--- src/rtl/digitos_a_binario.sv ---
// ---------------------------------------------------------------------------
// digitos_a_binario
//
// Converts six latched BCD digits into a 20-bit binary value by serial
// Horner evaluation: the accumulator absorbs one digit per clock, starting
// with the most significant digit, so a conversion takes exactly six
// cycles from the accepted start edge to the done pulse.
//
// Ports
//   clk        : single clock, all state updates on its rising edge
//   rst        : synchronous active-high reset, has priority over start
//   start      : conversion request, only honoured while idle
//   d0..d5     : BCD digits, d0 = units, d5 = hundred-thousands
//   resultado  : binary value of the last completed conversion
//                (0 when that conversion held a non-BCD digit)
//   busy       : high while a conversion is in progress
//   done       : one-cycle pulse when resultado and error are updated
//   error      : last conversion contained a digit above 9; held until
//                the next accepted start
// ---------------------------------------------------------------------------
module digitos_a_binario #(
    parameter int NDIG = 6
) (
    input  logic        clk,
    input  logic        rst,
    input  logic        start,
    input  logic [3:0]  d0,
    input  logic [3:0]  d1,
    input  logic [3:0]  d2,
    input  logic [3:0]  d3,
    input  logic [3:0]  d4,
    input  logic [3:0]  d5,
    output logic [19:0] resultado,
    output logic        busy,
    output logic        done,
    output logic        error
);

    localparam int RES_W = 20;
    localparam logic [2:0] IDX_TOP = 3'd5;

    typedef enum logic {
        IDLE = 1'b0,
        CONV = 1'b1
    } state_t;

    state_t                 state, state_n;
    logic [NDIG-1:0][3:0]   dig, dig_n;
    logic [RES_W-1:0]       acc, acc_n;
    logic [RES_W-1:0]       acc_step;
    logic [2:0]             idx, idx_n;
    logic [RES_W-1:0]       resultado_n;
    logic                   busy_n;
    logic                   done_n;
    logic                   error_n;

    // acc*10 + digit built from two shifts and an add; wraps at 20 bits,
    // which is harmless because 999999 is the largest legal result and any
    // illegal digit forces the published result to zero anyway.
    function automatic logic [RES_W-1:0] mac10(input logic [RES_W-1:0] a,
                                               input logic [3:0]       digit);
        logic [RES_W-1:0] x8;
        logic [RES_W-1:0] x2;
        x8 = a << 3;
        x2 = a << 1;
        return x8 + x2 + {{(RES_W-4){1'b0}}, digit};
    endfunction

    function automatic logic has_invalid(input logic [NDIG-1:0][3:0] v);
        logic bad;
        bad = 1'b0;
        for (int i = 0; i < NDIG; i++) begin
            if (v[i] > 4'd9) begin
                bad = 1'b1;
            end
        end
        return bad;
    endfunction

    assign acc_step = mac10(acc, dig[idx]);

    always_comb begin
        state_n     = state;
        dig_n       = dig;
        acc_n       = acc;
        idx_n       = idx;
        resultado_n = resultado;
        busy_n      = busy;
        done_n      = 1'b0;
        error_n     = error;

        case (state)
            IDLE: begin
                if (start) begin
                    dig_n   = {d5, d4, d3, d2, d1, d0};
                    acc_n   = '0;
                    idx_n   = IDX_TOP;
                    busy_n  = 1'b1;
                    error_n = 1'b0;
                    state_n = CONV;
                end
            end

            CONV: begin
                // start is deliberately not looked at here: requests during
                // a conversion are dropped, not queued.
                acc_n = acc_step;
                idx_n = idx - 3'd1;
                if (idx == 3'd0) begin
                    idx_n   = 3'd0;
                    busy_n  = 1'b0;
                    done_n  = 1'b1;
                    state_n = IDLE;
                    if (has_invalid(dig)) begin
                        resultado_n = '0;
                        error_n     = 1'b1;
                    end else begin
                        resultado_n = acc_step;
                    end
                end
            end

            default: begin
                state_n = IDLE;
            end
        endcase
    end

    always_ff @(posedge clk) begin
        if (rst) begin
            state     <= IDLE;
            acc       <= '0;
            idx       <= 3'd0;
            resultado <= '0;
            busy      <= 1'b0;
            done      <= 1'b0;
            error     <= 1'b0;
        end else begin
            state     <= state_n;
            acc       <= acc_n;
            idx       <= idx_n;
            resultado <= resultado_n;
            busy      <= busy_n;
            done      <= done_n;
            error     <= error_n;
        end
    end

    // Latched digits are pure data: they are only consumed in CONV, which
    // always follows a load, so they need no reset.
    always_ff @(posedge clk) begin
        dig <= dig_n;
    end

endmodule

--- config.mk ---
export PLATFORM = sky130hd
export DESIGN_NAME = digitos_a_binario
export DESIGN_NICKNAME = d
export VERILOG_FILES = /design/src/rtl/digitos_a_binario.sv
export SDC_FILE = /design/constraint.sdc
export NUM_CORES = 1
export LEC_CHECK = 0
export ABC_CLOCK_PERIOD_IN_PS = 4350
export CORE_MARGIN = 3
export CORE_UTILIZATION = 25
export CTS_CLUSTER_SIZE = 12
export DETAILED_ROUTE_END_ITERATION = 12
export MAX_ROUTING_LAYER = met4
export PLACE_DENSITY = 0.43
export SETUP_SLACK_MARGIN = 0.15
export SLEW_MARGIN = 20
export SYNTH_ARGS = -nofsm -noshare
export SYNTH_HDL_FRONTEND = slang
export SYNTH_SLANG_ARGS = --single-unit
--- constraint.sdc ---
create_clock -name clk -period 4.35 [get_ports clk]
set_clock_uncertainty 0.1 [all_clocks]
set_input_delay 0.87 -clock clk [delete_from_list [all_inputs] [get_ports clk]]
set_output_delay 0.87 -clock clk [all_outputs]
set_load 0.1 [all_outputs]
After elaboration in Yosys (flattened, before gate mapping)
Index checks and enable logic that the tools add are counted.
- flip-flop bits (word level): 70
- input bits: 27
- output and inout port bits: 23
- word-level logic and storage cells: 60
- add/subtract/negate cells: 3
- order comparisons: 7
- equal/unequal tests: 3
- muxes and demuxes: 27
- bitwise logic cells: 1
- reduce and logical (&&, ||, !) cells: 6
- operators by type and width (operator ; count):
    $pmux W19 S2 ; 1
    $gt A4 B4 Y1 const B ; 6
    $add A20 B20 Y20 ; 1
    $add A20 B4 Y20 ; 1
    $mux W20 ; 1
    $mux W19 ; 1
    $mux W1 ; 16
    $bmux W4 S3 ; 1
    $mux W3 ; 2
    $pmux W1 S2 ; 3
    $pmux W3 S2 ; 1
    $reduce_and A2 Y1 ; 3
    $lt A3 B4 Y1 const B ; 1
    $mux W4 ; 1
    $ne A2 B1 Y1 const B ; 2
    $logic_not A3 Y1 ; 1
    $reduce_and A3 Y1 ; 1
    $sub A3 B1 Y3 const B ; 1
    $ne A2 B2 Y1 const B ; 1
    $reduce_or A2 Y1 ; 1
    $not A1 Y1 ; 1

Logic depth before layout (Yosys ltp)
- word-level depth: 12
- mapped depth: 14
- depth with buffers taken out: 13

Worst setup path after synthesis
No wires, ideal clock.
- path kind: register -> register
- from: register idx[0]
- to: register acc[12]
- setup time: 0.095 ns
- data arrival time: 3.390 ns
- data required time: 4.155 ns
- setup slack: 0.765 ns
- stages on the path, launching flop included: 12
- buffers on the path: 1
- path through: dfxtp_1 -> buf_2 -> mux4_2 -> a21oi_1 -> fa_1 -> fa_1 -> nor2b_1 -> o31a_2 -> a31oi_1 -> o21ai_1 -> or4b_1 -> o311ai_1
- cells in the longest elaborated chain, start to end: 4
- ends and longest elaborated chain (item ; RTL line ; source):
    start, declared ; 51 ; logic [2:0] idx, idx_n;
    start signal, assigned ; 141 ; idx <= idx_n;
    $bmux W4 S3 ; 80 ; assign acc_step = mac10(acc, dig[idx]);
    $mux W4 (not written as such) ; 80 ;
    $add A20 B4 Y20 ; 66 ; return x8 + x2 + {{(RES_W-4){1'b0}}, digit};
    $pmux W19 S2 ; 92 ; case (state)
    end signal, assigned ; 140 ; acc <= acc_n;
    end, declared ; 49 ; logic [RES_W-1:0] acc, acc_n;
Every way passes these cells. The select of a mux whose other input is x is not followed.
A chain may end at the register's enable or synchronous reset.

Worst setup path in the final report
Ends and elaborated chain as after synthesis.

==> results.txt <==
----------------------------------------------------
[CTS]
  Root buffer selected by CTS ... sky130_fd_sc_hd__clkbuf_16
  CTS tree ... built
  Maximum root-to-sink buffer count ... 2
  H-tree levels ... 3
  Clock latency of the later-clocked register in the worst-skew pair ... 0.34 ns
  Number of sinks driven by the clock tree ... 70
  Clock Pin Slew Worst Setup and Hold Paths ... 0.06 ns
  Post-CTS Hold Fix Bufs ... 0
  Number of buffers added by the clock tree synthesis step ... 9
  Quantity of gates resized following cts ... 0
  Post-CTS Setup Inserts ... 0

[Worst setup path]
  Worst EP required ... 4.50 ns
  Critical path startpoint category ... flip-flop
  Count of buffering cells on the critical path with inverters included ... 0
  Depth of the worst register-to-register path ... 10
  Critical Path Fanout Max ... 4
  Setup slack of the most critical reg-to-reg path ... 0.74 ns
  Slowest cell on crit path ... sky130_fd_sc_hd__mux4_2
  Sequence of cells on the critical path ... mux4_2, a21oi_1, fa_1, fa_1, nor2b_1, o31a_2, a31oi_1, o21ai_1, or4b_1, o311ai_1
  Critical path class ... flip-flop to flip-flop
  Arrival time reported for the critical path endpoint ... 3.76 ns
  Critical Path End Type ... flip-flop
  Capturing point of the worst reg2reg path ... acc[12]
  Worst reg2reg startpoint ... idx[0]
  Setup crit start ... idx[0]
  Crit-path max cell delay ... 0.52 ns
  Crit-path leading delay family ... adder cells
  Cell seen most often among critical-path stages ... sky130_fd_sc_hd__fa_1

[Yosys]
  Dominant cells by area after synthesis ... sky130_fd_sc_hd__dfxtp_1, sky130_fd_sc_hd__edfxtp_1, sky130_fd_sc_hd__ha_1
  Yosys top cell area share ... 0.246
  Mapped Cells ... 372
  Synthesized cell area ... 3750 um^2
  Syn. warnings ... 0
  Most used DFF post-synth ... sky130_fd_sc_hd__dfxtp_1
  Seq/Total Area, Yosys ... 0.438
  Post-synthesis cell type count ... 58
  Fraction of registers with async set/reset ... 0
  Post-synth EDFFs ... 24
  Number of nets produced by synthesis ... 437
  Synthesis-stage register bit count ... 70
  Cell accounting for the most synthesized area ... sky130_fd_sc_hd__dfxtp_1
  Mean area per synthesized cell ... 10.1 um^2

[Timing]
  Number of failing setup endpoints in the final timing report ... 0
  Ratio of final minimum period to clock period ... 0.830
  Pins over their slew limit ... 0
  Final critical-path setup slack ... 0.738 ns
  Max-slew headroom ... 0.341
  Fin. Hold Viols ... 0
  Post-route minimum period ... 3.61 ns
  Setup TNS Final ... 0 ns
  Worst Max-Slew Pin Slew ... 0.985 ns
  Maximum frequency from static timing analysis ... 277 MHz
  Setup repair after global routing missed its margin ... no

[Final layout]
  Combined area of the multi-input logic cells ... 1980 um^2
  Antenna Cells ... 0
  Layout cell share with drive strength beyond 1 ... 0.0894
  Count of filler cells inserted in the layout ... 1,504
  NumNets Final ... 485
  Area delta synth->final ... 26.8%
  Most common library cell in the layout ignoring fill and taps ... sky130_fd_sc_hd__clkdlybuf4s50_1
  Register area ... 1640 um^2
  Leading cell types in the layout, fill and taps excluded ... sky130_fd_sc_hd__clkdlybuf4s50_1, sky130_fd_sc_hd__dfxtp_1, sky130_fd_sc_hd__ha_1

[Power]
  Pwr Total ... 0.00171 W
  Lkg Pwr ... 1.89 nW
  Worst IR drop on VDD ... 194 uV
  Power density cells ... 359 nW/um^2

[GRT]
  Met2 track demand over resource ... 0.201
  Vias in the first global route ... 3,004
  First-pass GRT wire length ... 15,400 um
  Met3 usage in global routing ... 0.0315
  Peak-usage layer in the global routing report ... met2
  Met1 track demand over resource ... 0.147
  Total Routing Usage GR ... 0.123
  Pin count of the biggest net entering global routing ... 31
  Global route total overflow ... 0
  Number of antenna violations at the first check in global routing ... 0

[Detailed routing]
  Total length of routed wires ... 9360 um
  Via count ... 2,904
  First-pass detailed-route iteration total ... 4
  Average wire per cell in the routed design ... 15.4 um
  Count of unresolved DRC violations after routing ... 0
  Final antenna-violating net count ... 0
  Drt initial violations ... 142
  Via density per instance ... 4.77

[Placed design]
  HPWL after detailed placement ... 6850 um
  Input/output buffers ... 49
  Post-Place Setup Slack ... 0.755 ns
  Routability congestion estimate from global placement ... 0.839

[Floorplanning]
  Height of the die ... 128 um
  Number of top-level pins ... 50
  Cell row count ... 44
  Horizontal die dimension ... 128 um
  Area inside the core boundary ... 14,600 um^2
  Die Footprint ... 16,500 um^2
  Initial core utilization ... 0.257

[Min path]
  Number of stages on the worst hold path ... 2
  Class of the tightest hold or removal check ... flip-flop to flip-flop
  WHS Endpoint ... resultado[15]
  Hold Crit Start ... resultado[15]

[Run]
  Max-cap viol count ... 0

[Outcome]
  Outcome ... complete, no violations

----------------------------------------------------
where the power goes:
| group | internal [W] | switching [W] | total, W |
|---|---|---|---|
| logic | 0.0000886 | 0.000129 | 0.000218 |
| clock network | 0.000453 | 0.000311 | 0.000764 |
| registers | 0.000706 | 0.0000185 | 0.000725 |
through the flow:
| step | hold WS, ns | std cells | area [um^2] | util |
|---|---|---|---|---|
| 6_report | 0.349 | 609 | 4750 | 0.326 |
| 5_1_grt | 0.389 | 609 | 4750 | 0.326 |
| 4_1_cts | 0.359 | 609 | 4750 | 0.326 |
| 3_5_place_dp | 0.346 | 593 | 4440 | 0.305 |
| 3_3_place_gp | 0.343 | 593 | 4440 | 0.305 |
| 2_1_floorplan | 0.365 | 372 | 3750 | - |
cells by family (layout without fill, tap and decap cells):
kind of cell               after synthesis  count (layout)  synth area share
muxes                                   11              11            0.0431
adders and majority gates               38              38             0.131
and+or+nand+nor                        102             102             0.138
AOI/OAI and AO/OA                      104             104             0.181
buffers and inverters                   33              86            0.0361
xor gates and xnor gates                14              14            0.0327
DFF                                     70              70             0.438
registers in the layout (all words and copies together) (netlist names):
| signal | cells |
|---|---|
| done | 1 |
| resultado | 20 |
| dig | 24 |
| acc | 19 |
| error | 1 |
| idx | 3 |
| state | 1 |
| busy | 1 |
Yosys cell counts, drive strengths merged (2+ instances only):
cell type	n
a21boi	2
a21o	4
a21oi	30
a22o	12
a22oi	2
a31o	2
a31oi	3
a32o	4
buf	8
clkbuf	11
dfxtp	46
edfxtp	24
fa	2
ha	36
inv	13
mux2i	6
mux4	4
nand2	34
nand3	7
nand3b	2
nand4	2
nand4b	2
nor2	21
nor2b	2
nor3	11
nor3b	6
nor4	2
o211ai	3
o21a	5
o21ai	27
or2	2
or3	6
xnor2	5
xor2	9
worst max-delay path by stage:
stage	slack, ns	depth (start not counted)	endpoint
after floorplan	0.76	11	acc[12]
after global placement	0.83	10	acc[12]
after detailed placement	0.76	10	acc[12]
after CTS	0.73	10	acc[12]
after global routing	0.55	10	acc[12]
final	0.74	10	acc[12]
metal layers:
| metal | wire (um) | vias up |
|---|---|---|
| met1 | 4310 | 1351 |
| li1 | - | 1477 |
| met3 | 328 | 20 |
| met2 | 4520 | 56 |
| met4 | 206 | 0 |
| met5 | 0 | - |
worst min-delay path, cell delays in order (launching register included):
cell and delay, ns:
sky130_fd_sc_hd__dfxtp_1 0.32, sky130_fd_sc_hd__nand2_1 0.04, sky130_fd_sc_hd__o21ai_0 0.05
area by class of cell:
class,instances,area share
clock inverters,7,0.0171
repair buffers,56,0.114
multi-input cells,269,0.416
clock buffers,9,0.0474
inverters,14,0.0111
well taps,184,0.0485
flip-flops and latches,70,0.346
Note: power is estimated with default switching activity, not from simulation.
